==> src/rtl/slow_ddr3_pkg.sv <==
// Shared types and constants for the slow DDR3 write/read-back traffic generator.
package slow_ddr3_pkg;

    typedef enum logic [2:0] {
        ST_IDLE,
        ST_WAIT_INIT,
        ST_WRITE,
        ST_READ,
        ST_DONE
    } state_e;

    localparam int unsigned PAT_W = 16;
    localparam int unsigned IDX_W = 17;

    localparam logic [1:0]       SEL_ALL   = 2'b11;
    localparam logic [PAT_W-1:0] LFSR_SEED = 16'hACE1;
    // Feedback taps for x^16+x^14+x^13+x^11+1 in right-shifting Fibonacci form
    localparam logic [PAT_W-1:0] LFSR_TAPS = 16'h002D;

    function automatic logic [PAT_W-1:0] lfsr_next(input logic [PAT_W-1:0] s);
        return {^(s & LFSR_TAPS), s[PAT_W-1:1]};
    endfunction

endpackage

==> src/rtl/slow_ddr3_pattern_gen.sv <==
// Test pattern source: incrementing word, or LFSR when SLOW_DDR3_TRAFFIC_GEN_LFSR_EN is defined.
module slow_ddr3_pattern_gen
    import slow_ddr3_pkg::*;
(
    input  logic             clk,
    input  logic             reset,
    input  logic             load,
    input  logic             advance,
    output logic [PAT_W-1:0] value
);

`ifdef SLOW_DDR3_TRAFFIC_GEN_LFSR_EN
    always_ff @(posedge clk) begin
        if (reset) begin
            value <= '0;
        end else if (load) begin
            value <= LFSR_SEED;
        end else if (advance) begin
            value <= lfsr_next(value);
        end
    end
`else
    // Tracks index[15:0], so it stays in step with the word address
    always_ff @(posedge clk) begin
        if (reset) begin
            value <= '0;
        end else if (load) begin
            value <= '0;
        end else if (advance) begin
            value <= value + PAT_W'(1);
        end
    end
`endif

endmodule

==> src/rtl/slow_ddr3_traffic_gen.sv <==
// Writes WORDS pattern words to the DDR3 user interface, reads them back and counts mismatches.
// Optional LFSR pattern: define SLOW_DDR3_TRAFFIC_GEN_LFSR_EN.
module slow_ddr3_traffic_gen
    import slow_ddr3_pkg::*;
#(
    parameter int unsigned WORDS  = 32768,
    parameter int unsigned ADDR_W = 27,
    parameter int unsigned DATA_W = 16
) (
    input  logic              clk,
    input  logic              reset,
    input  logic              start,
    input  logic              sysIO_initFin,
    output logic              sysIO_dataWr_valid,
    input  logic              sysIO_dataWr_ready,
    output logic [DATA_W-1:0] sysIO_dataWr_payload,
    output logic              sysIO_dataRd_ready,
    input  logic              sysIO_dataRd_valid,
    input  logic [DATA_W-1:0] sysIO_dataRd_payload,
    output logic [ADDR_W-1:0] sysIO_address,
    output logic [1:0]        sysIO_sel,
    output logic              busy,
    output logic              done,
    output logic              pass,
    output logic [15:0]       err_count,
    output logic [ADDR_W-1:0] first_err_addr
);

    state_e           state_q;
    state_e           state_d;
    logic [IDX_W-1:0] index_q;
    logic [PAT_W-1:0] wr_value;
    logic [PAT_W-1:0] rd_expected;
    logic             clear_c;
    logic             wr_load_c;
    logic             rd_load_c;
    logic             wr_xfer_c;
    logic             rd_xfer_c;
    logic             last_c;
    logic             mismatch_c;

    assign last_c     = (index_q == IDX_W'(WORDS - 1));
    assign mismatch_c = rd_xfer_c && (sysIO_dataRd_payload != DATA_W'(rd_expected));

    assign sysIO_address        = ADDR_W'(index_q);
    assign sysIO_dataWr_payload = DATA_W'(wr_value);
    assign sysIO_sel            = SEL_ALL;

    always_ff @(posedge clk) begin
        if (reset) begin
            state_q <= ST_IDLE;
        end else begin
            state_q <= state_d;
        end
    end

    // Transfers only count in their own phase; stray handshakes elsewhere fall through
    always_comb begin
        state_d   = state_q;
        clear_c   = 1'b0;
        wr_load_c = 1'b0;
        rd_load_c = 1'b0;
        wr_xfer_c = 1'b0;
        rd_xfer_c = 1'b0;
        case (state_q)
            ST_IDLE, ST_DONE: begin
                if (start) begin
                    state_d = ST_WAIT_INIT;
                    clear_c = 1'b1;
                end
            end
            ST_WAIT_INIT: begin
                if (sysIO_initFin) begin
                    state_d   = ST_WRITE;
                    wr_load_c = 1'b1;
                end
            end
            ST_WRITE: begin
                if (sysIO_dataWr_valid && sysIO_dataWr_ready) begin
                    wr_xfer_c = 1'b1;
                    if (last_c) begin
                        state_d   = ST_READ;
                        rd_load_c = 1'b1;
                    end
                end
            end
            ST_READ: begin
                if (sysIO_dataRd_valid && sysIO_dataRd_ready) begin
                    rd_xfer_c = 1'b1;
                    if (last_c) begin
                        state_d = ST_DONE;
                    end
                end
            end
            default: state_d = ST_IDLE;
        endcase
    end

    // Handshake flags are registered from the next state so they line up with state_q
    always_ff @(posedge clk) begin
        if (reset) begin
            sysIO_dataWr_valid <= 1'b0;
            sysIO_dataRd_ready <= 1'b0;
            busy               <= 1'b0;
            done               <= 1'b0;
            pass               <= 1'b0;
            err_count          <= '0;
            first_err_addr     <= '0;
            index_q            <= '0;
        end else begin
            sysIO_dataWr_valid <= (state_d == ST_WRITE);
            sysIO_dataRd_ready <= (state_d == ST_READ);
            busy               <= (state_d == ST_WAIT_INIT) || (state_d == ST_WRITE) ||
                                  (state_d == ST_READ);
            if (clear_c) begin
                done           <= 1'b0;
                pass           <= 1'b0;
                err_count      <= '0;
                first_err_addr <= '0;
                index_q        <= '0;
            end
            if (wr_xfer_c) begin
                index_q <= last_c ? '0 : index_q + IDX_W'(1);
            end
            if (rd_xfer_c) begin
                index_q <= index_q + IDX_W'(1);
            end
            if (mismatch_c) begin
                if (err_count != 16'hFFFF) begin
                    err_count <= err_count + 16'd1;
                end
                if (err_count == '0) begin
                    first_err_addr <= ADDR_W'(index_q);
                end
            end
            if (rd_xfer_c && last_c) begin
                done <= 1'b1;
                pass <= (err_count == '0) && !mismatch_c;
            end
        end
    end

    slow_ddr3_pattern_gen u_wr_pattern (
        .clk     (clk),
        .reset   (reset),
        .load    (wr_load_c),
        .advance (wr_xfer_c),
        .value   (wr_value)
    );

    slow_ddr3_pattern_gen u_rd_pattern (
        .clk     (clk),
        .reset   (reset),
        .load    (rd_load_c),
        .advance (rd_xfer_c),
        .value   (rd_expected)
    );

endmodule

==> config.mk <==
export PLATFORM = sky130hd
export DESIGN_NAME = slow_ddr3_traffic_gen
export DESIGN_NICKNAME = d
export VERILOG_FILES = /design/src/rtl/slow_ddr3_pkg.sv /design/src/rtl/slow_ddr3_pattern_gen.sv /design/src/rtl/slow_ddr3_traffic_gen.sv
export SDC_FILE = /design/constraint.sdc
export NUM_CORES = 1
export LEC_CHECK = 0
export BUFFER_PORTS_ARGS = -buffer_cell sky130_fd_sc_hd__buf_2
export CORE_MARGIN = 2
export CORE_UTILIZATION = 34
export CTS_BUF_LIST = sky130_fd_sc_hd__clkbuf_4 sky130_fd_sc_hd__clkbuf_8
export DETAILED_ROUTE_END_ITERATION = 10
export GPL_ROUTABILITY_DRIVEN = 0
export MAX_ROUTING_LAYER = met4
export PLACE_DENSITY = 0.58
export SYNTH_ARGS = -nofsm -noshare
export SYNTH_HDL_FRONTEND = slang
export SYNTH_SLANG_ARGS = --single-unit
==> constraint.sdc <==
create_clock -name clk -period 1.8 [get_ports clk]
set_input_delay 0.18 -clock clk [delete_from_list [all_inputs] [get_ports clk]]
set_output_delay 0.18 -clock clk [all_outputs]
set_load 0.03 [all_outputs]
======== After elaboration in Yosys (flattened, before gate mapping) ========
Cells that the tools add are included.
word-level totals
  register bits after elaboration ......... 100
  bits of input ports ..................... 22
  logic and storage cells ................. 71
operators by class
  add/subtract/negate cells ............... 4
  equality and inequality tests ........... 10
  muxes and demuxes ....................... 31
  reduce and logical (&&, ||, !) cells .... 15
operators by type and width
  kind                     count
  $mux W27                 3
  $mux W17                 4
  $add A16 B1 Y16 const B  3
  $mux W16                 3
  $mux W3                  6
  $add A17 B1 Y17 const B  1
  $eq A17 B15 Y1 const B   1
  $logic_not A16 Y1        1
  $ne A16 B16 Y1           1
  $ne A16 B16 Y1 const B   1
  $mux W1                  14
  $eq A3 B2 Y1 const B     4
  $pmux W3 S4              1
  $eq A3 B1 Y1 const B     2
  $reduce_or A2 Y1         3
  $logic_and A1 B1 Y1      5
  $eq A3 B3 Y1 const B     1
  $logic_not A3 Y1         1
  $reduce_bool A3 Y1       1
  $logic_or A1 B1 Y1       2
  $reduce_bool A2 Y1       1
  $logic_not A1 Y1         1

======== Longest topological paths before layout ========
  depth after elaboration ................. 7
  depth in mapped cells ................... 8
  gate-level depth less buffers ........... 6

======== Hierarchy ========
Synthesis repeated with hierarchy kept, for this count alone.
second synthesis, totals
  cells, all modules ...................... 561
  area total of the unflattened synthesis .. 4885.9 um2
by module, submodules not included
  module                 times used  cells each  area an instance (um2)  sequential area each (um2)
  slow_ddr3_traffic_gen  1           389         3324.4                  1361.3
  slow_ddr3_pattern_gen  2           86          780.7                   320.3

======== Least setup slack after synthesis ========
OpenSTA, ideal clock, no wires.
  kind .................................... reg2reg
  from .................................... register index_q[0]
  to ...................................... register u_rd_pattern.value[10]
  arrival time ............................ 2.007 ns
  required time ........................... 1.683 ns
  slack ................................... -0.324 ns
  cell stages (with the launch flop) ...... 9
  path buffers ............................ 2
  clock period less this slack ............ 2.124 ns
  path through ............................ dfxtp_1 -> ha_1 -> nor4bb_1 -> nand4_1 -> nor2_1 -> or2_2 -> clkbuf_2 -> buf_2 -> nor2_1
between the ends
  longest elaborated chain between the ends .. 5
RTL lines
  element                            line                          text
  start, declared                    slow_ddr3_traffic_gen.sv:31   logic [IDX_W-1:0] index_q;
  start signal, assigned             slow_ddr3_traffic_gen.sv:123  index_q <= last_c ? '0 : index_q + IDX_W'(1);
  start signal, assigned             slow_ddr3_traffic_gen.sv:126  index_q <= index_q + IDX_W'(1);
  $eq A17 B15 Y1                     slow_ddr3_traffic_gen.sv:42   assign last_c = (index_q == IDX_W'(WORDS - 1));
  $mux W1                            slow_ddr3_traffic_gen.sv:81   if (last_c) begin
  $mux W1                            slow_ddr3_traffic_gen.sv:79   if (sysIO_dataWr_valid && sysIO_dataWr_ready) begin
  $mux W1                            slow_ddr3_traffic_gen.sv:65   case (state_q)
  $reduce_or A2 Y1 (no source line)  -
  end signal, assigned               slow_ddr3_pattern_gen.sv:30   value <= value + PAT_W'(1);
  end, declared                      slow_ddr3_pattern_gen.sv:9    output logic [PAT_W-1:0] value
No other way between the ends.
A chain may end at the register's enable or synchronous reset.

======== Worst setup path after layout ========
  from .................................... register u_rd_pattern.value[5]
  to ...................................... register first_err_addr[16]
between the ends
  longest elaborated chain between the ends .. 3
RTL lines
  element               line                          text
  $ne A16 B16 Y1        slow_ddr3_traffic_gen.sv:43   assign mismatch_c = rd_xfer_c && (sysIO_dataRd_payload != DATA_W'(rd_expected));
  $logic_and A1 B1 Y1   slow_ddr3_traffic_gen.sv:43
  $mux W27              slow_ddr3_traffic_gen.sv:128  if (mismatch_c) begin
  end signal, assigned  slow_ddr3_traffic_gen.sv:133  first_err_addr <= ADDR_W'(index_q);
  end, declared         slow_ddr3_traffic_gen.sv:26   output logic [ADDR_W-1:0] first_err_addr
No other way between the ends.

==> results.cfg <==
[run_status]
status = finished with violations
violations = negative setup slack

[power_and_ir_drop]
peakVddDrop_mv = 0.290
power_density_nw_per_um2 = 619
p_leak_uw = 0.00284

[run]
cap_violations = 0

[finish]
diodes = 0
nets = 725
mostFrequentLayoutCells = 102 x buf_2, 70 x dfxtp_1, 62 x buf_4
final_common_cell = buf_2
area_delta_synth_final_pct = 34.0
final_cells = 883
final_area_sq_um = 6440
drive_above_1_share_pct = 37.8

[global_routing]
grt_first_pass_wirelength_mm = 19.8
grt_pass1_vias = 4130
grt_max_degree = 29
overflow = 0
grt_usage_pct = 17.1
antenna_found_initial = 0

[sta]
drv_slew = 0
grt_setup_unrepaired = true
finalSetupViolations = 24
fin_crit_ns = 1.85
finClkSkew_ns = 0.00751
timing.final.crit_share_pct = 103
timing.fmax_ghz = 0.541
postLayoutSetupSlackWorst_ns = -0.0480
finalHoldViolCount = 0

[cts]
cts-root-buf = clkbuf_8
clk_pin_slew_worst_paths_ns = 0.10
insertion_delay_ns = 0.38
ctsHoldBuffers = 0
cts_tree = yes
clock_path_buffers = 2
clock_sinks = 100
cts-htree-levels = 3
cts_inserted_buffers = 9

[worst_setup_path]
ff2ff_setup_slack_ns = -0.05
cp_slowest_cell = dfxtp_2
worstSetupPathType = reg2reg
worstPathCellList = xor2_1, nor4_2, buf_4, and4_4, or3_4, clkbuf_16, mux2i_1
crit_path_max_fanout = 7
end_kind = flip-flop
start_kind = flip-flop
crit_arrival_ns = 2.16
slowest_delay_ns = 0.34
cp.required_ns = 2.11

[routing]
drt-initial-drc-count = 257
drc = 0
drt_first_pass_iters = 4
wl_per_cell_microns = 14.4
via_per_inst = 4.93
route.vias.total = 4350
wirelength_mm = 12.7
antenna_left = 0

[yosys]
synth.avg_cell_area_sq_um = 8.89
async_flop_share_pct = 0
yosys_warnings = 0
synth_area_sq_um = 4810
synth_cell_types = 54
syn_inst = 541
synth-seq-area-share_pct = 41.6
synth_ff_type = dfxtp_1
synth_edf_count = 0
ys_seq_elements = 100

[floorplan]
die_y_microns = 123
start_util_pct = 34.8
io_pins = 115
die_area_sq_um = 15100
die_x_microns = 123
coreArea_sq_um = 13800
rows = 43

[place]
placed_cells = 858
portBuffers = 102
place_ws_ns = -0.152
dpl_cell_area_sq_um = 5910
place_hpwl_mm = 8.98

[worst_hold_path]
worst_hold_path_type = in2reg
## flip-flops by register name (all words and copies together) (netlist names)
register and flops:
state_q 3, sysIO_dataWr_valid 1, done 1, busy 1
err_count 16, pass 1, u_rd_pattern.value 16, u_wr_pattern.value 16
first_err_addr 27, sysIO_dataRd_ready 1, index_q 17
## path summary, 6_finish.rpt
check                              from                 end  cells past startpoint
setup / recovery  u_rd_pattern.value[5]  first_err_addr[16]                      7
hold reg to reg       first_err_addr[8]   first_err_addr[8]                      2
setup reg to reg  u_rd_pattern.value[5]  first_err_addr[16]                      7
hold / removal                    start          state_q[2]                      3
## cells in the mapped netlist (all sizes together), types with 8 or more instances
cell      n  share of area, %
or4       8               1.2
nor2     63               4.9
and3     21               2.7
nand3    15               1.6
and4     10               1.9
nand2b   20               2.6
o31ai     8               1.2
a21oi    16               1.7
nand4    17               2.2
buf      26               4.1
xnor2    22               4.0
dfxtp   100                42
nand2    45               3.6
clkbuf   13               1.0
inv       9              0.70
mux2i    20               4.2
nor3      8              0.83
xor2     40               7.3
nor4     14               2.0
o21ai    10               1.1
## critical path, delay by kind of cell, from the launching register on
| family | cells | cell delay [ns] |
|---|---|---|
| flops | 1 | 0.34 |
| xor+xnor | 1 | 0.16 |
| mux | 1 | 0.19 |
| simple gates | 3 | 0.75 |
| buf+inv | 2 | 0.34 |
## logic make-up (layout without fill, tap and decap cells)
kind of cell               after synthesis  count (layout)  synth area share (%)
DFF                                    100             100                  41.6
AOI/OAI and AO/OA                       62              62                  8.82
muxes                                   20              20                  4.16
adders and majority gates                5               5                  1.30
and+or+nand+nor                        242             242                  26.8
other                                    2              12                 0.156
buffers and inverters                   48             200                  5.83
xor gates and xnor gates                62              62                  11.3
## metrics by stage
step | setup TNS (ns) | util [%] | hold WS (ns) | power (uW)
floorplan | -0.0155 | - | 0.364 | 2450
CTS | -1.29 | 44.8 | 0.0517 | 4030
finish | -0.639 | 46.6 | 0.0817 | 3990
detailed placement | -3.66 | 42.8 | 0.449 | 2530
global route | -3.47 | 46.6 | 0.0982 | 4140
global placement | -1.40 | 42.8 | 0.442 | 2530
## cell type report
cell class | count | area [sq um]
fillers | 1343 | 7380
clock inverters | 5 | 60.1
repair buffers | 175 | 1150
inverters | 9 | 36.3
multi-input cells | 403 | 2780
flip-flops and latches | 100 | 2050
clock buffers | 11 | 139
well taps | 180 | 225
## routing by layer
metal / GRT usage [%] / part of all wire (%) / vias to the layer above
met5: - / 0 / -
met4: 6.90 / 1.8 / 0
met3: 3.51 / 5.2 / 17
met2: 25.8 / 46 / 119
met1: 22.4 / 47 / 2037
li1: - / - / 2177
## report_power, final
group,switching (uW),internal [uW],total [uW],leakage (uW)
logic,180,91.7,272,0.00191
clock network,819,680,1500,0.000101
registers,6.43,2210,2220,0.000823
## repair_timing
| action | in CTS | in global routing |
|---|---|---|
| setup buffers | 3 | 4 |
| setup endpoints to repair | 62 | 64 |
| pin swaps | 6 | 24 |
| resized for setup | 22 | 41 |
| gates cloned | 0 | 3 |
No activity file was read; power rests on OpenSTA's default activity.
